<file path="src/rtl/uart_rx_frontend.sv">
// 8N1 UART receive front-end: synchronizes rx, finds start bits, samples each bit
// at mid-period and hands completed bytes downstream over a valid/ready holding register.
`timescale 1ns/1ps
module uart_rx_frontend #(
    parameter int DefaultRate = 324,
    parameter int SyncStages  = 2
) (
    input  logic        clk,
    input  logic        nReset,
    input  logic        rx,
    input  logic [15:0] rate,
    output logic [7:0]  data,
    output logic        valid,
    input  logic        ready,
    output logic        framing_error,
    output logic        overrun,
    output logic        busy
);

    typedef enum logic [2:0] {
        IDLE,
        START,
        DATA,
        STOP,
        BREAK
    } state_t;

    state_t                state_reg;
    logic [SyncStages-1:0] sync_reg;
    logic                  rx_s;
    logic                  rx_prev_reg;
    logic                  rx_fall;
    logic [15:0]           rate_eff;
    logic [15:0]           rate_q_reg;
    logic [15:0]           count_reg;
    logic [2:0]            bit_idx_reg;
    logic [7:0]            shift_reg;
    logic [7:0]            data_reg;
    logic                  valid_reg;
    logic                  framing_error_reg;
    logic                  overrun_reg;
    logic                  busy_reg;

    always_ff @(posedge clk or negedge nReset) begin
        if (!nReset) begin
            sync_reg <= {SyncStages{1'b1}};
        end else begin
            sync_reg <= {sync_reg[SyncStages-2:0], rx};
        end
    end

    assign rx_s    = sync_reg[SyncStages-1];
    assign rx_fall = rx_prev_reg & ~rx_s;

    // A rate of 1 cannot place a mid-bit sample, so it is promoted to 2.
    always_comb begin
        rate_eff = rate;
        if (rate == 16'd0) begin
            rate_eff = 16'(DefaultRate);
        end else if (rate == 16'd1) begin
            rate_eff = 16'd2;
        end
    end

    always_ff @(posedge clk or negedge nReset) begin
        if (!nReset) begin
            state_reg         <= IDLE;
            rx_prev_reg       <= 1'b1;
            rate_q_reg        <= 16'd0;
            count_reg         <= 16'd0;
            bit_idx_reg       <= 3'd0;
            shift_reg         <= 8'd0;
            data_reg          <= 8'd0;
            valid_reg         <= 1'b0;
            framing_error_reg <= 1'b0;
            overrun_reg       <= 1'b0;
            busy_reg          <= 1'b0;
        end else begin
            rx_prev_reg       <= rx_s;
            framing_error_reg <= 1'b0;
            overrun_reg       <= 1'b0;
            if (valid_reg && ready) begin
                valid_reg <= 1'b0;
            end

            case (state_reg)
                IDLE: begin
                    if (rx_fall) begin
                        rate_q_reg <= rate_eff;
                        count_reg  <= (rate_eff >> 1) - 16'd1;
                        state_reg  <= START;
                        busy_reg   <= 1'b1;
                    end
                end
                START: begin
                    if (count_reg == 16'd0) begin
                        if (!rx_s) begin
                            count_reg   <= rate_q_reg - 16'd1;
                            bit_idx_reg <= 3'd0;
                            state_reg   <= DATA;
                        end else begin
                            state_reg <= IDLE;
                            busy_reg  <= 1'b0;
                        end
                    end else begin
                        count_reg <= count_reg - 16'd1;
                    end
                end
                DATA: begin
                    if (count_reg == 16'd0) begin
                        shift_reg[bit_idx_reg] <= rx_s;
                        count_reg              <= rate_q_reg - 16'd1;
                        if (bit_idx_reg == 3'd7) begin
                            state_reg <= STOP;
                        end else begin
                            bit_idx_reg <= bit_idx_reg + 3'd1;
                        end
                    end else begin
                        count_reg <= count_reg - 16'd1;
                    end
                end
                STOP: begin
                    if (count_reg == 16'd0) begin
                        if (rx_s) begin
                            // Load only if the holding register is free or being drained now.
                            if (!valid_reg || ready) begin
                                data_reg  <= shift_reg;
                                valid_reg <= 1'b1;
                            end else begin
                                overrun_reg <= 1'b1;
                            end
                            state_reg <= IDLE;
                            busy_reg  <= 1'b0;
                        end else begin
                            framing_error_reg <= 1'b1;
                            state_reg         <= BREAK;
                        end
                    end else begin
                        count_reg <= count_reg - 16'd1;
                    end
                end
                BREAK: begin
                    if (rx_s) begin
                        state_reg <= IDLE;
                        busy_reg  <= 1'b0;
                    end
                end
                default: begin
                    state_reg <= IDLE;
                    busy_reg  <= 1'b0;
                end
            endcase
        end
    end

    assign data          = data_reg;
    assign valid         = valid_reg;
    assign framing_error = framing_error_reg;
    assign overrun       = overrun_reg;
    assign busy          = busy_reg;

endmodule
</file>
<file path="config.mk">
export PLATFORM = sky130hd
export DESIGN_NAME = uart_rx_frontend
export DESIGN_NICKNAME = d
export VERILOG_FILES = /design/src/rtl/uart_rx_frontend.sv
export SDC_FILE = /design/constraint.sdc
export NUM_CORES = 1
export LEC_CHECK = 0
export ABC_AREA = 1
export CAP_MARGIN = 20
export CORE_ASPECT_RATIO = 0.7
export CORE_MARGIN = 1
export CORE_UTILIZATION = 57
export DETAILED_ROUTE_END_ITERATION = 7
export PLACE_DENSITY = 0.83
export SYNTH_ARGS = -nofsm -noshare
export SYNTH_HDL_FRONTEND = slang
export SYNTH_SLANG_ARGS = --single-unit
export TNS_END_PERCENT = 5
</file>
<file path="constraint.sdc">
create_clock -name clk -period 4.1 [get_ports clk]
set_input_delay 1.23 -clock clk [delete_from_list [all_inputs] [get_ports clk]]
set_output_delay 1.23 -clock clk [all_outputs]
set_load 0.02 [all_outputs]
</file>
# == Word-level counts from Yosys, hierarchy flattened ==
# Cells that the tools add are included.
# totals
out_inout_bits,12
regBits,61
in_bits,20
elab_cells,96
# op_classes
bitwise_logic,3
add_sub_neg,4
magnitude_cmp,2
n_mux,41
eq_ne,17
reduce_logical,17
# op_table
cell,count
$mux W16,7
$pmux W16 S4,1
$mux W3,11
$logic_not A16 Y1,2
$sub A16 B1 Y16 const B,2
$ne A2 B2 Y1 const B,9
$eq A16 B1 Y1 const B,1
$mux W1,16
$sub A15 B1 Y16 const B,1
$pmux W3 S5,1
$bwmux W8,1
$reduce_and A4 Y1,2
$eq A3 B2 Y1 const B,2
$eq A3 B3 Y1 const B,2
$pmux W3 S2,1
$reduce_and A6 Y1,1
$reduce_and A5 Y1,1
$lt A3 B4 Y1 const B,1
$pmux W1 S4,1
$reduce_and A2 Y1,2
$reduce_bool A4 Y1,1
$add A3 B1 Y3 const B,1
$demux W1 S3,1
$eq A3 B1 Y1 const B,1
other kinds (13),15

# == Depth between registers and ports, before layout ==
# depth
ltp_word,6
mapped_depth,14
mapped_depth_nobuf,14

# == Worst setup path after synthesis ==
# Ideal clock, no wire load.
# synth_timing
kind,input -> register
from,input rate[10]
to,register count_reg[12]
path_buffers,0
t_arrival_ps,2627
setup_ps,77
slack_ps,1396
stages,14
path_cell_list,nor2_1 nand2_1 nor2_2 nand2_1 nand2_1 inv_1 ha_1 nand2_1 nor2_2 nand2_1 nor2_1 nand2_1 nand3_1 a21oi_1
# synth_between
elab_chain_len,6
elab_cells_between_ends,7
classes_between,1 x add/sub; 1 x eq/ne; 4 x mux; 1 x reduce/logical
# synth_rtl
element,line_no,rtl
start: declaration,11,"input logic [15:0] rate,"
$eq A16 B1 Y1,60,end else if (rate == 16'd1) begin
$mux W16,60,
$mux W16 (*),58,if (rate == 16'd0) begin
$sub A15 B1 Y16 (*),90,count_reg <= (rate_eff >> 1) - 16'd1;
$mux W16 (*),88,if (rx_fall) begin
$pmux W16 S4 (*),86,case (state_reg)
end signal: assignment,90,
end signal: assignment,98,count_reg <= rate_q_reg - 16'd1;
end signal: assignment,106,count_reg <= count_reg - 16'd1;
end: declaration,35,logic [15:0] count_reg;
# Mark *: on every way between the ends. The rest lies on a longest branch, timed or not. The select of a mux whose other input is x is not followed.
# A chain may end at the register's enable or synchronous reset.

# == Worst setup path after layout ==
# layout_timing
from,input rate[10]
to,register count_reg[8]
# The elaborated chain is that of the path after synthesis.

==> reports/metrics.cfg <==
[timing]
fin_crit_sh_pct = 76.8
rsz0062_at_grt = false
period_minus_slack_ns = 3.15
worst_pin_slew_ns = 0.725
setup-violations-final = 0
relSlewSlack_pct = 51.6
slew_viol_final = 0
skew_ns = 0.00679
setup_tns_ns = 0
fmax_ghz = 0.317
fin_ws_ns = 0.950
hold_viol = 0

[die]
die_x_um = 103
fp.dieH_um = 72.6
num_rows = 25
dieArea_um2 = 7470
floorplan.initialDensity_pct = 59.6
io_pins = 32
core_area_um2 = 6820

[cts]
clk_latency_ns = 0.35
post_cts_buffers = 0
root_buffer = clkbuf_8
clock_path_buffers = 2
cts_sinks = 61
ctsHoldBuffers = 0
htree_levels = 3
cts_tree = done
clk_pin_slew_worst_paths_ns = 0.08
cts_buffers = 9
cts_resized = 0

[place]
place.gp.congestion = 0.977
dp_hpwl_um = 8020
dp_slack_ns = 0.617
port_buffers = 31
placed_cell_area_um2 = 4470
placed_cells = 680

[worst_setup_path]
worstSetupPathType = input port to flop
rr_startpoint = state_reg[0]
start_kind = input port
arrival_ns = 3.41
worst-r2r-cell-count = 8
critPathRequiredTime_ns = 4.36
endpoint_kind = flop
worstPathMaxFanout = 7
startpoint = rate[10]

[synth]
async_reset_ff_share_pct = 100
synth_area_per_cell_um2 = 7.25
synth_commonest_cells = nand2_1, nor2_1, dfrtp_1, inv_1, nand3_1
yosysMostFrequentCell = nand2_1
synth_cells = 560
ys_top_cells_by_area = dfrtp_1, nand2_1, nor2_1
synth_nets = 586
synth_area_leader_cell = dfrtp_1
synth_top_area_share_pct = 35.7
synth-edff-count = 0
synth_area_um2 = 4060
ys_types = 41
ys_seq_elements = 61
synth_top_flop_cell = dfrtp_1
seq_area_frac_synth_pct = 37.7
synth_warnings = 0

[drt]
postRouteAntennaNets = 0
drt-wirelength-per-cell_um = 15.1
drt_iter0_markers = 488
wl_um = 10500
firstDrtPassIters = 6
vias = 3894
via_per_inst = 5.59
drc = 0

[finish]
fillCellCount = 600
syn2layout_area_growth_pct = 14.8
drive_gt1_share_pct = 11.1
multi_input_area_um2 = 2230
utilization_pct = 68.4
nets = 623
register_area_um2 = 1530
diodes = 0
final_area_um2 = 4670
stdcell_count = 696

[grt]
grt_max_degree = 28
grt_usage_pct = 30.6
grt-ovfl-total = 0
antenna_found_initial = 0
grt_pass1_vias = 3426
grt_pass1_wl_um = 16900

[power]
cellPowerDensity_nw_per_um2 = 636
p_leak_nw = 2.22
ir_drop_uv = 268

[hold_path]
min_path_cells = 0
hp-class = flop to flop
hold_start = sync_reg[0]

[status]
status = finished, final reports clean

[job]
maxCapViolCount = 0

-- through the flow --
step	power (mW)	hold WS (ns)
3_5_place_dp	2.40	0.351
6_report	2.97	0.360
2_1_floorplan	2.03	0.345
5_1_grt	3.19	0.365
4_1_cts	2.94	0.362
3_3_place_gp	2.34	0.349
-- worst max-delay path: stages --
cell	delay (ns)
clkdlybuf4s50_1	0.52
nor2_1	0.09
nand2_1	0.08
nor2_2	0.05
nand2_1	0.09
nand2_1	0.14
inv_1	0.11
ha_1	0.19
nand2_1	0.12
nor2_2	0.27
nand2_1	0.13
nand2_1	0.08
nand3_1	0.10
a21oi_1	0.20
-- layout by cell type, fill, tap and decap left out, types with 9 or more instances in the layout --
cell type        netlist  layout
clkbuf_8               0       9
dfrtp_1               58      58
inv_1                 58      58
a21oi_1               19      19
nand2_1              115     115
xor2_1                19      19
clkdlybuf4s50_1        0      30
inv_2                 10      10
o21ai_0               36      36
nand3_1               55      55
nor2_1                98      98
nor2_2                10      10
-- kinds of logic (layout without fill, tap and decap cells) --
family / Yosys count / in the layout / synth area share [%]
buffers and inverters: 77 / 119 / 7.39
DFF: 61 / 61 / 37.7
AOI/OAI and AO/OA: 76 / 76 / 10.8
xor gates and xnor gates: 25 / 25 / 5.39
and+or+nand+nor: 307 / 307 / 34.6
muxes: 8 / 8 / 2.22
adders and majority gates: 6 / 6 / 1.85
-- layer usage --
layer  global-route usage, %  wire length (um)  share of wire [%]  up-vias
met3                    8.81              1230                 12       22
li1                        -                 -                  -     1875
met5                       0                 0                  0        -
met4                    8.29               149                1.4        0
met2                    42.0              4240                 40      199
met1                    46.8              4900                 47     1798
-- report_power, final --
part / switching, mW / leakage [nW] / internal (mW)
clock network: 0.259 / 0.0918 / 0.282
registers: 0.211 / 0.774 / 0.790
logic: 0.940 / 1.35 / 0.488
total: 1.41 / 2.22 / 1.56
-- layout make-up --
cell class | instances | share of cell area [%]
timing repair buffer | 34 | 7.03
sequential | 61 | 32.8
inverter | 69 | 5.55
clock inverter | 7 | 1.61
clock buffer | 9 | 2.65
multi-input combinational | 422 | 47.8
tap | 94 | 2.52
-- worst paths after layout --
check                                 to  slack, ns
min in group asynchronous   count_reg[0]       0.83
min reg2reg                  sync_reg[1]       0.36
min                          sync_reg[1]       0.36
max in group asynchronous    sync_reg[0]       2.48
max reg2reg                count_reg[12]       1.80
max                         count_reg[8]       0.95
No activity file was read; power rests on OpenSTA's default activity.
